### config.mk
export PLATFORM = sky130hd
export DESIGN_NAME = acc_store_buffer
export DESIGN_NICKNAME = d
export VERILOG_FILES = /design/src/rtl/acc_store_buffer_pkg.sv /design/src/rtl/store_buf_fifo.sv /design/src/rtl/acc_store_buffer.sv
export SDC_FILE = /design/constraint.sdc
export NUM_CORES = 1
export LEC_CHECK = 0
export BUFFER_PORTS_ARGS = -buffer_cell sky130_fd_sc_hd__buf_4
export CAP_MARGIN = 20
export CORE_ASPECT_RATIO = 2
export CORE_UTILIZATION = 50
export CTS_CLUSTER_SIZE = 25
export DETAILED_ROUTE_END_ITERATION = 6
export PLACE_DENSITY = 0.77
export RECOVER_POWER = 50
export SYNTH_ARGS = -nofsm -noshare
export SYNTH_HDL_FRONTEND = slang
export SYNTH_HIERARCHICAL = 1
export SYNTH_SLANG_ARGS = --single-unit
### constraint.sdc
create_clock -name clk -period 9.5 [get_ports clk]
set_clock_uncertainty 0.2 [all_clocks]
set_input_delay 0 -clock clk [delete_from_list [all_inputs] [get_ports clk]]
set_output_delay 0 -clock clk [all_outputs]
set_load 0.02 [all_outputs]
### src/rtl/acc_store_buffer_pkg.sv
// Shared widths and FSM encoding for the ACC -> DATA_MEM store buffer.
package bip_pkg;
    localparam int DEF_LEN_DATA = 16;
    localparam int DEF_LEN_ADDR = 11;

    typedef enum logic {
        ST_IDLE  = 1'b0,
        ST_FLUSH = 1'b1
    } state_t;
endpackage

### src/rtl/store_buf_fifo.sv
// Circular addr/data register file for posted stores, with a coalescing write port
// that rewrites the youngest entry in place instead of allocating a new one.
module store_buf_fifo
    import bip_pkg::*;
#(
    parameter int len_data = DEF_LEN_DATA,
    parameter int len_addr = DEF_LEN_ADDR,
    parameter int DEPTH    = 2,
    localparam int PW      = $clog2(DEPTH),
    localparam int CW      = PW + 1
) (
    input  logic                               clk,
    input  logic                               rst_n,
    input  logic                               push,
    input  logic                               pop,
    input  logic                               coalesce,
    input  logic [len_addr-1:0]                wr_addr,
    input  logic [len_data-1:0]                wr_data,
    output logic [PW-1:0]                      head_ptr,
    output logic [PW-1:0]                      tail_ptr,
    output logic [CW-1:0]                      count,
    output logic [DEPTH-1:0][len_addr-1:0]     ent_addr,
    output logic [DEPTH-1:0][len_data-1:0]     ent_data
);
    logic [PW-1:0] head_reg, tail_reg;
    logic [CW-1:0] count_reg, count_next;
    logic          alloc;
    logic [PW-1:0] wr_idx;

    logic [len_addr-1:0] addr_reg [DEPTH];
    logic [len_data-1:0] data_reg [DEPTH];

    // A coalescing push targets the youngest entry (tail-1) and allocates nothing.
    assign alloc      = push & ~coalesce;
    assign wr_idx     = coalesce ? (tail_reg - PW'(1)) : tail_reg;
    assign count_next = count_reg + CW'(alloc) - CW'(pop);

    always_ff @(posedge clk or negedge rst_n) begin
        if (!rst_n) begin
            head_reg  <= '0;
            tail_reg  <= '0;
            count_reg <= '0;
        end else begin
            head_reg  <= head_reg + PW'(pop);
            tail_reg  <= tail_reg + PW'(alloc);
            count_reg <= count_next;
        end
    end

    generate
        for (genvar gi = 0; gi < DEPTH; gi++) begin : g_entry
            always_ff @(posedge clk) begin
                if (push && (wr_idx == PW'(gi))) begin
                    addr_reg[gi] <= wr_addr;
                    data_reg[gi] <= wr_data;
                end
            end
            assign ent_addr[gi] = addr_reg[gi];
            assign ent_data[gi] = data_reg[gi];
        end
    endgenerate

    assign head_ptr = head_reg;
    assign tail_ptr = tail_reg;
    assign count    = count_reg;
endmodule

### src/rtl/acc_store_buffer.sv
// Posted-store buffer between ACC and DATA_MEM: drain, store stall, load forwarding
// and a flush handshake for the debug unit.
module acc_store_buffer
    import bip_pkg::*;
#(
    parameter int len_data = DEF_LEN_DATA,
    parameter int len_addr = DEF_LEN_ADDR,
    parameter int DEPTH    = 2
) (
    input  logic                clk,
    input  logic                rst_n,
    input  logic                wr_ram,
    input  logic [len_addr-1:0] wr_addr,
    input  logic [len_data-1:0] wr_data,
    output logic                stall,
    input  logic                rd_ram,
    input  logic [len_addr-1:0] rd_addr,
    output logic                fwd_hit,
    output logic [len_data-1:0] fwd_data,
    output logic                mem_we,
    output logic [len_addr-1:0] mem_addr,
    output logic [len_data-1:0] mem_din,
    input  logic                mem_ready,
    input  logic                flush_req,
    output logic                flush_done
);
    localparam int PW = $clog2(DEPTH);
    localparam int CW = PW + 1;

    logic [PW-1:0]                  head_ptr, tail_ptr, last_ptr;
    logic [CW-1:0]                  count;
    logic [DEPTH-1:0][len_addr-1:0] ent_addr;
    logic [DEPTH-1:0][len_data-1:0] ent_data;
    logic                           push, pop, coalesce, full;
    state_t                         state_reg;
    logic                           flush_done_reg;

    assign mem_we   = (count != '0);
    assign mem_addr = ent_addr[head_ptr];
    assign mem_din  = ent_data[head_ptr];
    assign pop      = mem_we & mem_ready;

    assign full     = (count == CW'(DEPTH));
    assign stall    = wr_ram & ((full & ~pop) | (state_reg == ST_FLUSH));
    assign push     = wr_ram & ~stall;

    // Never coalesce into an entry that is leaving this cycle.
    assign last_ptr = tail_ptr - PW'(1);
    assign coalesce = push & (count != '0) & (wr_addr == ent_addr[last_ptr])
                    & ((count > CW'(1)) | ~pop);

    store_buf_fifo #(
        .len_data (len_data),
        .len_addr (len_addr),
        .DEPTH    (DEPTH)
    ) u_fifo (
        .clk      (clk),
        .rst_n    (rst_n),
        .push     (push),
        .pop      (pop),
        .coalesce (coalesce),
        .wr_addr  (wr_addr),
        .wr_data  (wr_data),
        .head_ptr (head_ptr),
        .tail_ptr (tail_ptr),
        .count    (count),
        .ent_addr (ent_addr),
        .ent_data (ent_data)
    );

    // match[k] refers to the k-th oldest valid entry, so the highest k wins.
    logic [DEPTH-1:0] match;
    logic [PW-1:0]    age_idx [DEPTH];

    generate
        for (genvar gi = 0; gi < DEPTH; gi++) begin : g_fwd
            assign age_idx[gi] = head_ptr + PW'(gi);
            assign match[gi]   = rd_ram & (CW'(gi) < count)
                               & (ent_addr[age_idx[gi]] == rd_addr);
        end
    endgenerate

    always_comb begin
        fwd_hit  = 1'b0;
        fwd_data = '0;
        for (int k = 0; k < DEPTH; k++) begin
            if (match[k]) begin
                fwd_hit  = 1'b1;
                fwd_data = ent_data[age_idx[k]];
            end
        end
    end

    // An empty buffer with no store entering completes a flush request immediately.
    always_ff @(posedge clk or negedge rst_n) begin
        if (!rst_n) begin
            state_reg      <= ST_IDLE;
            flush_done_reg <= 1'b0;
        end else begin
            flush_done_reg <= 1'b0;
            if (state_reg == ST_IDLE) begin
                if (flush_req) begin
                    if (count == '0 && !push)
                        flush_done_reg <= 1'b1;
                    else
                        state_reg <= ST_FLUSH;
                end
            end else if (count == '0) begin
                state_reg      <= ST_IDLE;
                flush_done_reg <= 1'b1;
            end
        end
    end

    assign flush_done = flush_done_reg;
endmodule
# Word level (Yosys, flattened, before mapping)
# Memories as Yosys holds them, arrays and structs flattened.
# Cells that the tools add are included.
# totals
ff_bits	6
ram_bits	54
input_bits	44
out_inout_bits	47
elab_cells	82
n_memories	2
# op_classes
addsub	6
order_cmp	6
n_eq_ne	4
muxes	33
bitwise_logic	18
reduce_logical	8
# mem_list
name	words	word_bits	read_ports	rd_ports_with_merged_regs	wr	line_no	source
u_fifo.data_reg	2	16	2	0	1	store_buf_fifo.sv:31	logic [len_data-1:0] data_reg [DEPTH];
u_fifo.addr_reg	2	11	2	0	1	store_buf_fifo.sv:30	logic [len_addr-1:0] addr_reg [DEPTH];
# op_table
op	n
$mux 16	7
$mux 11	7
$eq 11x11->1	3
$mux 1	19
$reduce_or 16->1	1
$and 1x1->1	12
$reduce_or 11->1	1
$lt 1x2->1 const B	3
$lt 1x2->1 const A	2
$not 1->1	4
$logic_and 1x1->1	3
$add 1x1->1	2
$add 2x1->2	1
$eq 2x2->1 const B	1
$gt 2x1->1 const B	1
$logic_not 2->1	1
$or 1x1->1	2
$reduce_bool 2->1	1
$sub 2x1->2	1
$add 1x1->1 const B	1
$logic_not 1->1	1
$sub 1x1->1 const B	1

# Depth between registers and ports, before layout
# Gate-level depths: netlist (run 1).
# logic_depth
word_depth	17
ltp_mapped	12
mapped_depth_nobuf	11

# Hierarchy
# The synthesis (run 1) kept the hierarchy.
# modules_own_cells
mod	n_inst	cells_per_inst	area_each_um2
store_buf_fifo	1	70	1821.7
acc_store_buffer	1	215	1641.6

# Worst setup path before layout (run 1)
# No wires, ideal clock.
# synth_path
path_type	flip-flop to flip-flop
start	register u_fifo.tail_reg (netlist: u_fifo/tail_ptr)
end	memory u_fifo/addr_reg[0][0] in the netlist's numbering, enable pin
arrival_ps	3127
t_required_ps	8889
slack_ps	5762
path_stages_with_launch	9
n_path_buf	1
period_less_slack_ps	3738
path_cell_list	dfrtp_1 > buf_1 > mux2i_1 > xnor2_1 > nor4_1 > nand4_1 > nor4_1 > xor2_1 > nor2_1
# synth_between
elab_chain_len	12
word_cells_on_any_way	17
cone_classes	add/sub (1); eq/ne (1); mux (9); bitwise (3); reduce/logical (3)
# synth_lines
element	line_no	source
from (decl)	store_buf_fifo.sv:25	logic [PW-1:0] head_reg, tail_reg;
from (signal assigned)	store_buf_fifo.sv:45	tail_reg <= tail_reg + PW'(alloc);
$sub 1x1->1 *	acc_store_buffer.sv:48	assign last_ptr = tail_ptr - PW'(1);
$mux 11 (implied by the code) * (2 in a row)	acc_store_buffer.sv:49	assign coalesce = push & (count != '0) & (wr_addr == ent_addr[last_ptr])
$eq 11x11->1 *	acc_store_buffer.sv:49	
$and 1x1->1 *	acc_store_buffer.sv:49	
$and 1x1->1 *	acc_store_buffer.sv:50	& ((count > CW'(1)) | ~pop);
via coalesce	acc_store_buffer.sv:34	logic push, pop, coalesce, full;
$mux 1 *	store_buf_fifo.sv:35	assign wr_idx = coalesce ? (tail_reg - PW'(1)) : tail_reg;
$logic_and 1x1->1 or $not 1->1 (tied branches)	store_buf_fifo.sv:53	if (push && (wr_idx == PW'(gi))) begin
$mux 1 or $logic_and 1x1->1 (tied branches)	store_buf_fifo.sv:53	
$mux 1 (on tied branches)	store_buf_fifo.sv:54, store_buf_fifo.sv:53	
$reduce_or 11->1 (no line) or $mux 1 (tied branches)	n/a	
$mux 1 (no line)	n/a	
to (decl)	store_buf_fifo.sv:30	
# Mark *: on every way through the listed nets, which the timed path passes. The rest lies on a longest branch. The select of a mux whose other input is x is not followed.

# Worst setup path in the final report (run 1)
# layout_path
start	register u_fifo.head_reg (netlist: u_fifo/head_ptr)
end	output fwd_data[14]
# layout_between
elab_chain_len	6
word_cells_on_any_way	15
cone_classes	add/sub (1); eq/ne (2); mux (10); bitwise (2)
# layout_lines
element	line_no	source
from (decl)	store_buf_fifo.sv:25	
from (signal assigned)	store_buf_fifo.sv:44	head_reg <= head_reg + PW'(pop);
$add 1x1->1 or $mux 11 (tied branches)	acc_store_buffer.sv:77, acc_store_buffer.sv:79	
$mux 11 (implied by the code)	acc_store_buffer.sv:79	& (ent_addr[age_idx[gi]] == rd_addr);
$mux 11 (implied by the code) or $eq 11x11->1 (tied branches)	acc_store_buffer.sv:79	
$eq 11x11->1 or $and 1x1->1 (tied branches)	acc_store_buffer.sv:79	
$and 1x1->1 or $mux 16 (tied branches)	acc_store_buffer.sv:79, acc_store_buffer.sv:87	
$mux 16 *	acc_store_buffer.sv:87	if (match[k]) begin
to (decl)	acc_store_buffer.sv:19	output logic [len_data-1:0] fwd_data,
# Mark *: on every way between the ends. The rest lies on a longest branch, timed or not. The select of a mux whose other input is x is not followed.

==> impl_metrics.prom, run 1 <==
# TYPE chip_impl_metric gauge
chip_impl_info{name="run_status",value="finished, violations left"} 1
chip_impl_info{name="failed_checks",value="max-capacitance violations, max-slew violations"} 1
chip_impl_metric{name="routed_via_density",unit=""} 5.33
chip_impl_metric{name="synthToLayoutAreaGrowth",unit="%"} 34.0
chip_impl_metric{name="netlist.area_leader.share",unit="%"} 46.8
chip_impl_info{name="crit_path_start",value="u_fifo/head_ptr"} 1
chip_impl_metric{name="fp-row-count",unit=""} 42
chip_impl_metric{name="clkPwrFrac",unit="%"} 24.4
chip_impl_info{name="timing.hold.worst.start",value="wr_data[2]"} 1
chip_impl_metric{name="muxShareOfSynthArea",unit="%"} 15.1
chip_impl_metric{name="finish.utilization",unit="%"} 69.5
chip_impl_metric{name="numCtsBuffers",unit=""} 9
chip_impl_metric{name="synthDistinctLibCells",unit=""} 31
chip_impl_info{name="timing.critical_path.max_delay_family",value="buffers and inverters"} 1
chip_impl_metric{name="synth_warnings",unit=""} 6
chip_impl_metric{name="place.gp.congestion",unit=""} 0.796
chip_impl_metric{name="whs_path_depth",unit=""} 2
chip_impl_metric{name="number_of_flip_flops_under_the_largest_register_name",unit=""} 32
chip_impl_metric{name="io_buffer_count",unit=""} 90
chip_impl_metric{name="ys_seq_elements",unit=""} 60
chip_impl_info{name="crit_path_top_delay_cell",value="sky130_fd_sc_hd__clkbuf_1"} 1
chip_impl_metric{name="yosys.area_share.xor_xnor",unit="%"} 9.61
chip_impl_metric{name="initial_core_util",unit="%"} 51.9
chip_impl_metric{name="syn-num-nets",unit=""} 331
chip_impl_metric{name="vias",unit=""} 2643
chip_impl_metric{name="worst_ep_arrival_time",unit="ns"} 5.85
chip_impl_metric{name="maximum_number_of_pins_on_one_net_before_global_route_repair",unit=""} 73
chip_impl_metric{name="top_level_ports",unit=""} 91
chip_impl_info{name="reg2reg_to",value="u_fifo/addr_reg[0][17]"} 1
chip_impl_info{name="critPathCaptureType",value="output pin"} 1
chip_impl_metric{name="yosys.area_share.simple",unit="%"} 11.6
chip_impl_metric{name="cts_sinks",unit=""} 60
chip_impl_metric{name="mean_cell_area_of_the_mapped_netlist",unit="µm²"} 12.2
chip_impl_metric{name="synth_compound_area_share",unit="%"} 6.47
chip_impl_metric{name="pre_cts_ws",unit="ns"} 5.55
chip_impl_metric{name="met2WireLength",unit="µm"} 4450
chip_impl_metric{name="postLayoutCellArea",unit="µm²"} 4640
chip_impl_metric{name="routed_wire_length_per_instance",unit="µm"} 16.1
chip_impl_metric{name="rr_worst_depth",unit=""} 8
chip_impl_metric{name="final_layout_size_suffix_gt1_share",unit="%"} 26.2
chip_impl_metric{name="cellPowerDensity",unit="nW/µm²"} 281
chip_impl_metric{name="cp.buffers_inverters",unit=""} 2
chip_impl_info{name="setup.worst_path.class",value="register to output pin"} 1
chip_impl_metric{name="critical-path-max-stage-delay",unit="ns"} 2.44
chip_impl_metric{name="final.hold.worst_slack",unit="ns"} 0.220
chip_impl_metric{name="finalHoldViolCount",unit=""} 0
chip_impl_metric{name="layout.filler_cells",unit=""} 517
chip_impl_metric{name="synth_cells",unit=""} 285
chip_impl_metric{name="cts.htree.levels",unit=""} 3
chip_impl_info{name="worstPathCellList",value="clkbuf_1 -> mux2_2 -> xor2_1 -> nor4_1 -> and3_1 -> nand3_1 -> a32oi_1 -> buf_4"} 1
chip_impl_metric{name="switching_share",unit="%"} 36.2
chip_impl_metric{name="met1_wirelength",unit="µm"} 3010
chip_impl_metric{name="worst_supply_voltage_drop_on_vdd",unit="µV"} 172
chip_impl_metric{name="setup_violations",unit=""} 0
chip_impl_metric{name="drcViolationCount",unit=""} 0
chip_impl_metric{name="path_max_fanout",unit=""} 72
chip_impl_metric{name="synth.cell_area",unit="µm²"} 3460
chip_impl_metric{name="grt_pass1_vias",unit=""} 2653
chip_impl_metric{name="chipWidth",unit="µm"} 60.9
chip_impl_metric{name="synth_async_sr_flop_share",unit="%"} 10.0
chip_impl_info{name="post_synth_main_area_contributors",value="sky130_fd_sc_hd__edfxtp_1, sky130_fd_sc_hd__mux2_2, sky130_fd_sc_hd__mux2i_1"} 1
chip_impl_metric{name="total_switching_power",unit="mW"} 0.473
chip_impl_metric{name="f_max",unit="MHz"} 165
chip_impl_metric{name="number_of_enable_type_register_cells_in_the_synthesized_netlist",unit=""} 54
chip_impl_metric{name="critPathRequiredTime",unit="ns"} 9.30
chip_impl_metric{name="period_share",unit="%"} 63.7
chip_impl_info{name="cts.root.buffer_cell",value="sky130_fd_sc_hd__clkbuf_16"} 1
chip_impl_metric{name="fp.coreArea",unit="µm²"} 6670
chip_impl_metric{name="max_slew_margin",unit="%"} -132
chip_impl_metric{name="initial_antenna_violation_count",unit=""} 0
chip_impl_metric{name="ctsResizeCount",unit=""} 0
chip_impl_metric{name="maxCapViolCount",unit=""} 1
chip_impl_info{name="rsz0062_at_grt",value="false"} 1
chip_impl_metric{name="met3RoutedLength",unit="µm"} 267
chip_impl_info{name="r2r_start",value="u_fifo/tail_ptr"} 1
chip_impl_metric{name="drv_slew",unit=""} 73
chip_impl_metric{name="final_nets",unit=""} 449
chip_impl_info{name="dominant_synthesized_flop_cell",value="sky130_fd_sc_hd__edfxtp_1"} 1
chip_impl_info{name="hold_path_class",value="primary input to register"} 1
chip_impl_metric{name="dr.first_iter.drc_count",unit=""} 193
chip_impl_metric{name="global_route.usage.total",unit="%"} 23.0
chip_impl_metric{name="grt_first_pass_wirelength",unit="µm"} 12000
chip_impl_metric{name="diodes",unit=""} 0
chip_impl_metric{name="p_comb_share",unit="%"} 46.2
chip_impl_metric{name="insertion_delay",unit="ns"} 0.33
chip_impl_info{name="setup.worst_path.start_class",value="register"} 1
chip_impl_metric{name="worst-slew-pin-transition",unit="ns"} 3.49
chip_impl_metric{name="clockBufferDepth",unit=""} 2
chip_impl_metric{name="setup_tns_final",unit="ns"} 0
chip_impl_metric{name="overflow",unit=""} 0
chip_impl_metric{name="detailedRoute.firstPassIterationCount",unit=""} 4
chip_impl_metric{name="clk_transition_reported_paths",unit="ns"} 0.05
chip_impl_metric{name="final_critical_path_setup_slack",unit="ns"} 3.45
chip_impl_metric{name="worst-r2r-setup-slack",unit="ns"} 5.64
chip_impl_info{name="holdPathEnd",value="u_fifo/data_reg[0][2]"} 1
chip_impl_metric{name="drtAntennaViolNets",unit=""} 0
chip_impl_metric{name="power.share.sequential",unit="%"} 29.4
chip_impl_metric{name="die_outline_height",unit="µm"} 120
chip_impl_metric{name="yosys.area_share.adder",unit="%"} 0.723
chip_impl_info{name="post-synth-top-area-cell",value="sky130_fd_sc_hd__edfxtp_1"} 1
chip_impl_info{name="synth_top_family_by_area",value="multiplexers"} 1
chip_impl_metric{name="routed_wirelength",unit="µm"} 7990
chip_impl_metric{name="detailedPlacementHpwl",unit="µm"} 5500
chip_impl_info{name="leading_cell_types_by_count_after_synthesis",value="sky130_fd_sc_hd__edfxtp_1, sky130_fd_sc_hd__nand3_1, sky130_fd_sc_hd__mux2_2"} 1
chip_impl_metric{name="min_period",unit="ns"} 6.05
chip_impl_metric{name="p_int",unit="mW"} 0.832
chip_impl_info{name="yosysMostFrequentCell",value="sky130_fd_sc_hd__edfxtp_1"} 1
chip_impl_info{name="top_metal_layer_carrying_routed_signals",value="met4"} 1
chip_impl_metric{name="leakage",unit="nW"} 1.72
chip_impl_metric{name="ys_seq_area_share",unit="%"} 51.2
chip_impl_info{name="cts_tree",value="built"} 1
chip_impl_metric{name="postPlaceCellArea",unit="µm²"} 4110
chip_impl_metric{name="die_area",unit="µm²"} 7280
[placed cells by master, fill, tap and decap left out, drive strengths merged, types with 2 or more instances in the layout]
cell	n
a21oi	17
a32oi	15
and2	3
and3	2
buf	49
clkbuf	57
clkinv	4
dfrtp	6
dlygate4sd3	33
edfxtp	54
ha	2
inv	4
mux2	26
mux2i	22
nand2	18
nand2b	2
nand3	33
nand4	2
nor2	5
nor2b	2
nor4	8
or2	2
xnor2	19
xor2	19
[cells by family (layout without fill, tap and decap cells)]
family	Yosys count	in the layout
multiplexers	48	48
buffers and inverters	25	148
adder cells (fa/ha/maj)	2	2
AO/OA/AOI/OAI	33	33
flip-flops	60	60
XOR/XNOR	38	38
AND/OR/NAND/NOR	79	79
[metrics by stage]
step | instances | total power [mW]
6_report | 496 | 1.30
5_1_grt | 496 | 1.38
4_1_cts | 494 | 1.33
3_5_place_dp | 445 | 0.990
3_3_place_gp | 445 | 0.979
2_1_floorplan | 285 | 0.796
[timing repair]
action                                 4_1_cts  5_1_grt
hold buffers                                33        0
endpoints found under the hold margin       63        0
setup buffers                                0        0
[worst max path at each step]
stage                             end  cells after the start
2_1_floorplan   u_fifo/addr_reg[0][0]                      8
5_1_grt                  fwd_data[14]                      8
4_1_cts                   fwd_data[6]                      8
3_3_place_gp   u_fifo/data_reg[0][18]                      8
3_5_place_dp   u_fifo/addr_reg[0][15]                      8
6_report                 fwd_data[14]                      8
[power groups by stage]
stage | combinational, mW | clock (mW) | sequential, mW
5_1_grt | 0.651 | 0.337 | 0.389
2_1_floorplan | 0.423 | 0 | 0.374
3_5_place_dp | 0.602 | 0 | 0.389
6_report | 0.602 | 0.318 | 0.384
3_3_place_gp | 0.594 | 0 | 0.386
4_1_cts | 0.619 | 0.325 | 0.385
[final cells by class]
type                            instances  area [µm²]  share of cell area [%]
Sequential cell                        60        1770                    38.2
Multi-Input combinational cell        200        1500                    32.3
Timing Repair Buffer                  128         938                    20.2
Clock buffer                           11         253                    5.45
Tap cell                               88         110                    2.37
Clock inverter                          5        50.0                    1.08
Inverter                                4        15.0                   0.324
[per-layer routing]
metal	vias to the layer above	track usage [%]
li1	1302	-
met1	1248	24.0
met2	75	41.1
met3	18	3.45
met4	0	13.5
met5	-	0
Note: power is estimated with default switching activity, not from simulation.
==> inputs of run 2 (changes only) <==
- CORE_UTILIZATION: 50 -> 48
- PLACE_DENSITY: 0.77 -> 0.78
- clock period: 9.5 -> 5.1 ns (I/O delays scaled with it)
==> impl_metrics.prom, run 2 (synthesis results as in run 1) <==
# TYPE chip_impl_metric gauge
chip_impl_metric{name="worst_ep_arrival_time",unit="ns"} 4.10
chip_impl_metric{name="grt.met2_usage",unit="%"} 42.3
chip_impl_info{name="run_status",value="complete, no violations"} 1
chip_impl_metric{name="switching_share",unit="%"} 36.8
chip_impl_metric{name="numCtsBuffers",unit=""} 9
chip_impl_metric{name="setup_tns_final",unit="ns"} 0
chip_impl_metric{name="cts_sinks",unit=""} 60
chip_impl_metric{name="p_comb_share",unit="%"} 44.5
chip_impl_metric{name="overflow",unit=""} 0
chip_impl_metric{name="number_of_flip_flops_under_the_largest_register_name",unit=""} 32
chip_impl_info{name="crit_path_top_delay_cell",value="sky130_fd_sc_hd__dfrtp_1"} 1
chip_impl_metric{name="routed_wirelength",unit="µm"} 8170
chip_impl_metric{name="total_switching_power",unit="mW"} 0.874
chip_impl_info{name="gr-max-usage-layer",value="met2"} 1
chip_impl_info{name="rsz0062_at_grt",value="false"} 1
chip_impl_metric{name="use_met3",unit="%"} 6.79
chip_impl_metric{name="ctsResizeCount",unit=""} 0
chip_impl_metric{name="cellPowerDensity",unit="nW/µm²"} 508
chip_impl_metric{name="layout.filler_cells",unit=""} 558
chip_impl_metric{name="detailedPlacementHpwl",unit="µm"} 5720
chip_impl_info{name="hold_path_class",value="primary input to register"} 1
chip_impl_metric{name="vias",unit=""} 2732
chip_impl_metric{name="dr.first_iter.drc_count",unit=""} 151
chip_impl_info{name="cts.root.buffer_cell",value="sky130_fd_sc_hd__clkbuf_16"} 1
chip_impl_metric{name="clkPwrFrac",unit="%"} 23.4
chip_impl_metric{name="die_area",unit="µm²"} 7580
chip_impl_metric{name="detailedRoute.firstPassIterationCount",unit=""} 4
chip_impl_metric{name="global_route.usage.total",unit="%"} 22.9
chip_impl_metric{name="path_max_fanout",unit=""} 33
chip_impl_metric{name="synthToLayoutAreaGrowth",unit="%"} 34.9
chip_impl_info{name="critPathCaptureType",value="output pin"} 1
chip_impl_metric{name="critical-path-max-stage-delay",unit="ns"} 1.22
chip_impl_metric{name="initial_antenna_violation_count",unit=""} 0
chip_impl_metric{name="routed_via_density",unit=""} 5.49
chip_impl_metric{name="worst-slew-pin-transition",unit="ns"} 1.32
chip_impl_metric{name="top_level_ports",unit=""} 91
chip_impl_metric{name="period_share",unit="%"} 84.3
chip_impl_metric{name="drtAntennaViolNets",unit=""} 0
chip_impl_metric{name="fp-row-count",unit=""} 43
chip_impl_metric{name="final.hold.worst_slack",unit="ns"} 0.226
chip_impl_metric{name="whs_path_depth",unit=""} 2
chip_impl_info{name="cts_tree",value="built"} 1
chip_impl_metric{name="post-cts-setup-buffers",unit=""} 0
chip_impl_metric{name="grt_first_pass_wirelength",unit="µm"} 11900
chip_impl_metric{name="routed_wire_length_per_instance",unit="µm"} 16.4
chip_impl_metric{name="diodes",unit=""} 0
chip_impl_metric{name="f_max",unit="MHz"} 233
chip_impl_metric{name="critPathRequiredTime",unit="ns"} 4.90
chip_impl_metric{name="max_slew_margin",unit="%"} 12.1
chip_impl_metric{name="worst_supply_voltage_drop_on_vdd",unit="µV"} 361
chip_impl_metric{name="final_layout_size_suffix_gt1_share",unit="%"} 25.7
chip_impl_metric{name="clockBufferDepth",unit=""} 2
chip_impl_metric{name="drv_slew",unit=""} 0
chip_impl_info{name="setup.worst_path.class",value="register to output pin"} 1
chip_impl_metric{name="chipWidth",unit="µm"} 62.1
chip_impl_metric{name="cts.htree.levels",unit=""} 3
chip_impl_metric{name="setup_violations",unit=""} 0
chip_impl_metric{name="initial_core_util",unit="%"} 49.9
chip_impl_info{name="worstPathCellList",value="clkbuf_1 -> mux2i_1 -> xnor2_1 -> nor4_1 -> and3_1 -> nand2_1 -> a32oi_1 -> buf_4"} 1
chip_impl_metric{name="maxCapViolCount",unit=""} 0
chip_impl_info{name="most-common-layout-cells",value="sky130_fd_sc_hd__buf_4, sky130_fd_sc_hd__edfxtp_1, sky130_fd_sc_hd__nand3_1"} 1
chip_impl_metric{name="min_period",unit="ns"} 4.30
chip_impl_metric{name="clk_transition_reported_paths",unit="ns"} 0.05
chip_impl_metric{name="grt_pass1_vias",unit=""} 2591
chip_impl_metric{name="leakage",unit="nW"} 1.76
chip_impl_metric{name="finalHoldViolCount",unit=""} 0
chip_impl_metric{name="io_buffer_count",unit=""} 90
chip_impl_metric{name="power.share.sequential",unit="%"} 32.1
chip_impl_info{name="layout.cells.most_common",value="sky130_fd_sc_hd__buf_4"} 1
chip_impl_metric{name="drcViolationCount",unit=""} 0
chip_impl_metric{name="p_int",unit="mW"} 1.50
chip_impl_metric{name="final_nets",unit=""} 449
chip_impl_metric{name="grt.met1_usage",unit="%"} 21.1
chip_impl_metric{name="fp.coreArea",unit="µm²"} 6940
chip_impl_info{name="setup.worst_path.start_class",value="register"} 1
chip_impl_metric{name="place.gp.congestion",unit=""} 0.748
chip_impl_metric{name="ctsHoldBuffers",unit=""} 32
chip_impl_metric{name="die_outline_height",unit="µm"} 122
chip_impl_metric{name="rr_worst_depth",unit=""} 8
chip_impl_metric{name="insertion_delay",unit="ns"} 0.33
chip_impl_metric{name="maximum_number_of_pins_on_one_net_before_global_route_repair",unit=""} 38
-- run 2: per-stage QoR --
stage               instances  power (mW)  worst slack [ns]  instance area (µm²)  utilization [%]
detailed placement        448        1.84              1.38                 4120             59.3
CTS                       496        2.43              1.05                 4720             68.0
floorplan                 285        1.48              1.36                 3460                -
finish                    498        2.37             0.799                 4670             67.3
global placement          448        1.82              1.45                 4120             59.3
global route              498        2.50             0.482                 4670             67.3
-- run 2: per-layer routing --
metal  share of wire, %  up-vias
met4                2.5        0
met5                  0        -
met1                 35     1332
met2                 59       80
li1                   -     1305
met3                4.4       15
-- run 2: cell type report --
class / instances / area, µm² / share of cell area (%)
clock buffers: 14 / 274 / 5.87
clock inverters: 2 / 8.76 / 0.187
inverters: 4 / 15.0 / 0.321
multi-input cells: 200 / 1510 / 32.3
flip-flops and latches: 60 / 1770 / 37.9
well taps: 90 / 113 / 2.41
repair buffers: 128 / 982 / 21.0
-- run 2: power groups by stage --
stage / Clock [mW] / Sequential (mW) / Combinational [mW]
6_report: 0.555 / 0.761 / 1.06
5_1_grt: 0.587 / 0.777 / 1.14
4_1_cts: 0.571 / 0.762 / 1.10
3_5_place_dp: 0 / 0.771 / 1.07
3_3_place_gp: 0 / 0.765 / 1.06
2_1_floorplan: 0 / 0.696 / 0.787
-- run 2: critical path: cells and delay by family (launching register included) --
kind | cells | cell delay, ns
compound gates | 1 | 0.25
xor+xnor | 1 | 0.09
buf+inv | 2 | 0.48
flops | 1 | 1.22
mux | 1 | 0.25
simple gates | 3 | 1.46
-- run 2: worst paths after layout --
path | startpoint | end | slack (ns)
worst max register to register | u_fifo/tail_ptr | u_fifo/addr_reg[0][17] | 1.43
worst max-delay path | u_fifo/head_ptr | fwd_data[5] | 0.80
min in group asynchronous | rst_n | u_fifo/count[0] | 0.44
worst min register to register | state_reg | state_reg | 0.33
max in group asynchronous | rst_n | flush_done | 4.03
worst min-delay path | wr_data[4] | u_fifo/data_reg[0][20] | 0.23
